File: src/rtl/fib_word_packer.sv
// fib_word_packer: pairs 8-bit Fibonacci samples into 16-bit words queued in a DEPTH-entry FIFO.
// Optional sequence checker enabled by defining FIB_PACK_SEQ_CHECK_EN.
module fib_word_packer #(
  parameter int DEPTH = 4
) (
  input  logic                     clk,
  input  logic                     rst,
  input  logic                     smp_valid,
  input  logic [7:0]               smp_data,
  output logic                     out_valid,
  input  logic                     out_ready,
  output logic [15:0]              out_data,
  output logic                     out_wrap,
  output logic                     drop_sticky,
  output logic [$clog2(DEPTH):0]   fifo_count,
  output logic                     seq_err
);
  localparam int AW = $clog2(DEPTH);
  typedef enum logic {EMPTY, HALF} state_t;
  state_t state, state_n;
  logic [7:0] hold, hold_n;
  logic [16:0] mem [DEPTH];
  logic [AW-1:0] wptr, rptr;
  logic push, pop, full, wr;
  always_comb begin
    state_n = smp_valid ? (state == EMPTY ? HALF : EMPTY) : state;
    hold_n = (smp_valid && state == EMPTY) ? smp_data : hold;
    push = smp_valid && state == HALF;
    full = fifo_count == (AW+1)'(DEPTH);
    pop = out_valid && out_ready;
    wr = push && (!full || pop);
  end
  assign out_valid = fifo_count != '0;
  assign out_data = mem[rptr][15:0];
  assign out_wrap = mem[rptr][16];
  always_ff @(posedge clk) begin
    if (rst) begin
      state <= EMPTY;
      hold <= '0;
      wptr <= '0;
      rptr <= '0;
      fifo_count <= '0;
      drop_sticky <= 1'b0;
      for (int i = 0; i < DEPTH; i++) mem[i] <= '0;
    end else begin
      state <= state_n;
      hold <= hold_n;
      if (wr) begin
        mem[wptr] <= {smp_data < hold, hold, smp_data};
        wptr <= wptr + AW'(1);
      end
      if (pop) rptr <= rptr + AW'(1);
      fifo_count <= (wr && !pop) ? fifo_count + 1'b1 : (pop && !wr) ? fifo_count - 1'b1 : fifo_count;
      if (push && !wr) drop_sticky <= 1'b1;
    end
  end
`ifdef FIB_PACK_SEQ_CHECK_EN
  logic [7:0] prev1, prev2;
  logic [1:0] seen;
  logic [7:0] expect_next;
  assign expect_next = prev1 + prev2;
  always_ff @(posedge clk) begin
    if (rst) begin
      prev1 <= '0;
      prev2 <= '0;
      seen <= '0;
      seq_err <= 1'b0;
    end else if (smp_valid) begin
      if (seen == 2'd2 && smp_data != expect_next) seq_err <= 1'b1;
      prev2 <= prev1;
      prev1 <= smp_data;
      seen <= seen == 2'd2 ? seen : seen + 2'd1;
    end
  end
`else
  assign seq_err = 1'b0;
`endif
endmodule

File: config.mk
export PLATFORM = sky130hd
export DESIGN_NAME = fib_word_packer
export DESIGN_NICKNAME = d
export VERILOG_FILES = /design/src/rtl/fib_word_packer.sv
export SDC_FILE = /design/constraint.sdc
export NUM_CORES = 1
export LEC_CHECK = 0
export BUFFER_PORTS_ARGS = -buffer_cell sky130_fd_sc_hd__buf_2
export CORE_UTILIZATION = 63
export CTS_CLUSTER_SIZE = 10
export DETAILED_ROUTE_END_ITERATION = 7
export GPL_ROUTABILITY_DRIVEN = 0
export GPL_TIMING_DRIVEN = 0
export PLACE_DENSITY = 0.81
export SLEW_MARGIN = 20
export SYNTH_ARGS = -nofsm -noshare
export SYNTH_HDL_FRONTEND = slang
export SYNTH_SLANG_ARGS = --single-unit
File: constraint.sdc
create_clock -name clk -period 4.11 [get_ports clk]
set_input_delay 1.0275 -clock clk [delete_from_list [all_inputs] [get_ports clk]]
set_output_delay 1.0275 -clock clk [all_outputs]
set_load 0.005 [all_outputs]
### Word-level counts from Yosys, hierarchy flattened

Memory sizes are Yosys's and may differ from the RTL's. A register that Yosys moved wholly into a read port is not among the register bits.
Cells that the tools add are included.

* flip-flop bits (word level): 17
* memory bits (writable): 68
* input bits: 12
* output and inout port bits: 23
* word-level logic and storage cells: 41
* memories: 1

* add/subtract/negate cells: 4
* $lt $le $gt $ge: 1
* eq/ne operators: 1
* muxes and demuxes: 13
* bitwise operators: 1
* reduce and logical (&&, ||, !) cells: 14

Memories
* mem: words 4, width 17, read ports 1, clocked after memory_dff 1, wr ports 4, RTL line 22 `logic [16:0] mem [DEPTH];`

Operators by type and width (number)
* 2-to-1 mux 17 bit: 1
* OR reduction 17 bit: 1
* less-than comparator 8 bit: 1
* logical AND 1 bit: 7
* 2-to-1 mux 1 bit: 7
* 2-to-1 mux 2 bit: 3
* 2-to-1 mux 3 bit: 2
* adder 2 x 1 -> 2 bit, second input constant: 2
* adder 3 x 1 -> 3 bit, second input constant: 1
* == test 3 bit, second input constant: 1
* logical NOT 1 bit: 3
* nonzero test 3 bit: 1
* subtractor 3 x 1 -> 3 bit, second input constant: 1
* nonzero test 2 bit: 1
* logical OR 1 bit: 1
* NOT 1 bit: 1

### Longest topological paths before layout

* word-level depth: 9
* mapped depth: 9
* mapped depth without buffers: 8

### Worst setup path after synthesis

Ideal clock, no wire load.

* kind: input to register
* from: input port out_ready
* to: register fifo_count[2]
* setup time: 70 ps
* arrival time: 2580 ps
* data required time: 4040 ps
* setup slack: 1460 ps
* stages: 9
* buffers on the path: 1
* cells stage by stage: nor4b_4 > buf_4 > nor2_2 > ha_1 > inv_1 > fa_1 > xor2_1 > or3_1 > a21oi_1

* longest elaborated chain between the ends: 6
* elaborated cells on any way between the ends: 9
* those cells by class: mux: 1; reduce/logical: 8

Ends and longest elaborated chain
* start, declared: RTL line 11 `input logic out_ready,`
* logical AND 1 bit (*): RTL line 30 `pop = out_valid && out_ready;`
* logical OR 1 bit (*): RTL line 31 `wr = push && (!full || pop);`
* logical AND 1 bit (*): RTL line 31
* named net wr: RTL line 24 `logic push, pop, full, wr;`
* logical NOT 1 bit: RTL line 53 `fifo_count <= (wr && !pop) ? fifo_count + 1'b1 : (pop && !wr) ? fifo_count - 1'b1 : fifo_count;`
* logical AND 1 bit: RTL line 53
* nonzero test 2 bit (no line)
* end signal, assigned: RTL line 53
* end, declared: RTL line 15 `output logic [$clog2(DEPTH):0] fifo_count,`

Mark *: on every way through the listed nets, which the timed path passes. The rest lies on a longest branch.
A chain may end at the register's enable or synchronous reset.

==> flow_metrics.py <==
metrics = {
    "cts": {
        "htree_num_levels": 3,
        "cts_tree": "yes",
        "numCtsBuffers": 9,
        "clk_latency_ps": 350,
        "clk_path_buf_depth": 2,
        "clock_sinks": 87,
        "cts.hold.buffers_added": 0,
        "cts-root-buf": "clkbuf_8",
        "cts_resized": 0,
        "cts.clk_slew.worst_paths_ps": 80,
        "post-cts-setup-buffers": 0,
    },
    "pwr": {
        "swShare_pct": 25.15,
        "ir_worst_vdd_mv": 0.3080,
        "clock_power_share_pct": 29.7,
        "sequentialPowerShare_pct": 49.7,
        "p_int_w": 0.001573,
        "power_frac_comb_pct": 20.5,
        "p_switching_w": 0.0005287,
        "leakage_nw": 1.681,
        "power_per_cell_area_nw_per_um2": 476.9,
    },
    "worst_setup_path": {
        "start_kind": "flip-flop",
        "worst_setup_path_end_kind": "output pin",
        "critPathMaxFanout": 10,
        "crit_arrival_ps": 2200,
        "worstPathRequired_ps": 3080,
        "path_class": "reg -> out",
    },
    "synthesis": {
        "async_flop_share_pct": 0,
        "synth_area_um2": 3943,
        "yosysSeqAreaShare_pct": 61.44,
        "syn-instance-count": 278,
        "ys_types": 41,
        "syn_nets": 299,
        "synth_flop_cell": "edfxtp_1",
        "synth_warnings": 0,
        "yosysTopAreaCellShare_pct": 51.79,
        "synth_edf_count": 68,
        "synthTopCellsByArea": "edfxtp_1 52%, mux4_2 9.7%, dfxtp_1 9.6%",
        "synth-seq-cells": 87,
        "synth_area_per_cell_um2": 14.18,
        "yosysTopAreaCell": "edfxtp_1",
    },
    "hold_path": {
        "min-delay-path-class": "reg -> reg",
    },
    "grt": {
        "grt_max_degree": 18,
        "grt_util_met2_pct": 40.42,
        "grt_usage_pct": 25.30,
        "use_met1_pct": 32.92,
        "first_global_vias": 2265,
        "use_met3_pct": 5.393,
        "grt-busiest-layer": "met2",
        "antenna_found_initial": 0,
        "grt.overflow.total": 0,
        "grt_pass1_wl_um": 11500,
    },
    "sta": {
        "setup_tns_ps": 0,
        "setup_viol": 0,
        "hold_ws_ps": 493.2,
        "max_slew.worst_pin.slew_ps": 882.4,
        "finalCriticalPeriod_ps": 3228,
        "relSlewSlack_pct": 41.17,
        "max_freq_ghz": 0.3097,
        "rsz0062_at_grt": "no",
        "fin_skew_ps": 10.80,
        "drv_slew": 0,
        "finalHoldViolCount": 0,
        "post-route-period-util_pct": 78.55,
    },
    "die": {
        "dieArea_um2": 6578,
        "core_area_um2": 5991,
        "pin_count": 35,
        "die_width_um": 81.11,
        "start_util_pct": 65.81,
        "placementRows": 28,
        "die_h_um": 81.11,
    },
    "layout": {
        "drive_gt1_share_pct": 24.16,
        "fin_nets": 343,
        "syn_to_final_growth_pct": 11.81,
        "n_antenna_cell": 0,
    },
    "place": {
        "io_buffers": 33,
        "hpwl_um": 4917,
    },
    "routing": {
        "totalWireLength_um": 7321,
        "drc": 0,
        "dr.pass1.iters": 4,
        "drt-initial-drc-count": 201,
        "final_antenna_net_count": 0,
        "num_vias": 2296,
        "routedWlPerCell_um": 18.21,
        "vias_per_cell": 5.711,
    },
    "flow_run": {
        "drv_cap": 0,
    },
    "outcome": {
        "status": "finished, final reports clean",
    },
}
layout by cell type, fill, tap and decap left out, types with 2 or more instances in the layout:
master / netlist / layout
edfxtp_1: 68 / 68
and2_1: 56 / 56
buf_2: 4 / 37
dfxtp_1: 19 / 19
nand2_1: 17 / 17
mux4_2: 17 / 17
inv_1: 11 / 11
a21oi_1: 10 / 10
nor4_1: 9 / 9
clkbuf_8: 0 / 9
clkbuf_1: 4 / 8
ha_1: 8 / 8
nor2_1: 7 / 7
xor2_1: 4 / 4
buf_1: 3 / 3
buf_6: 3 / 3
or2_1: 3 / 3
o21ai_0: 3 / 3
nor3b_1: 3 / 3
buf_4: 2 / 2
or3_1: 2 / 2
nor3b_4: 2 / 2
nand3_1: 2 / 2
a21o_1: 2 / 2
or2b_1: 2 / 2
bufinv_16: 0 / 2
final timing paths:
kind	start	endpoint	slack (ps)	depth (start not counted)
worst max-delay path	flip-flop	out_data[13]	880	4
worst min-delay path	drop_sticky$_SDFFE_PP0P_	drop_sticky$_SDFFE_PP0P_	490	2
worst max register to register	fifo_count[0]$_SDFFE_PP0P_	mem[0][16]$_SDFFCE_PN0P_	1590	5
worst min register to register	drop_sticky$_SDFFE_PP0P_	drop_sticky$_SDFFE_PP0P_	490	2
metrics by stage:
step,setup slack (ps),cells,utilization (%),total power [W],cell area (µm²)
after floorplan,1460,278,-,0.001359,3943
after global placement,922.2,386,70.13,0.001495,4202
after detailed placement,846.6,386,70.13,0.001506,4202
after CTS,856.6,402,73.58,0.002116,4408
after global routing,748.0,402,73.58,0.002200,4408
final,881.5,402,73.58,0.002102,4408
worst max-delay path, cell delays in order (launching register included):
cell      delay (ps)
dfxtp_1          310
buf_1            400
clkbuf_1         590
mux4_2           410
buf_2            140
logic make-up (layout without fill, tap and decap cells):
group / Yosys count / in the layout / share of synthesized area, %
fa+ha+maj: 9 / 9 / 3.047
simple gates: 111 / 111 / 17.84
buf+inv: 27 / 76 / 3.459
xor+xnor: 5 / 5 / 1.111
other cells: 1 / 1 / 0.09512
compound gates: 20 / 20 / 3.047
mux: 18 / 18 / 9.965
flops: 87 / 87 / 61.44
power groups by stage:
stage	combinational [W]	clock, W	sequential, W
6_report	0.000432	0.000625	0.00105
5_1_grt	0.000481	0.000665	0.00105
4_1_cts	0.000441	0.000628	0.00105
3_5_place_dp	0.000441	0	0.00107
3_3_place_gp	0.000434	0	0.00106
2_1_floorplan	0.000304	0	0.00106
state kept, by name (all words and copies together), names as in the netlist, named ones only:
register	count
drop_sticky	1
fifo_count	3
hold	8
mem	68
rptr	2
state	1
wptr	2
synth_stat cells, types with 2 or more instances:
master	instances
edfxtp_1	68
and2_1	56
dfxtp_1	19
mux4_2	17
nand2_1	17
inv_1	11
a21oi_1	10
nor4_1	9
ha_1	8
nor2_1	7
buf_2	4
clkbuf_1	4
xor2_1	4
buf_1	3
buf_6	3
nor3b_1	3
o21ai_0	3
or2_1	3
a21o_1	2
buf_4	2
nand3_1	2
nor3b_4	2
or2b_1	2
or3_1	2
per-layer routing:
layer,vias up,wire length [µm]
met5,-,0
met4,0,118
met3,12,376
met2,74,3704
met1,1120,3122
li1,1090,-
final cells by class:
type	count	area [µm²]
multi-input combinational	164	1384
clock inverter	3	67.56
timing repair buffer	33	165.2
sequential	87	2422
fill	383	1583
inverter	11	41.29
buffer	16	95.09
clock buffer	13	138.9
tap	75	93.84
Power figures use the tool's default switching activity.
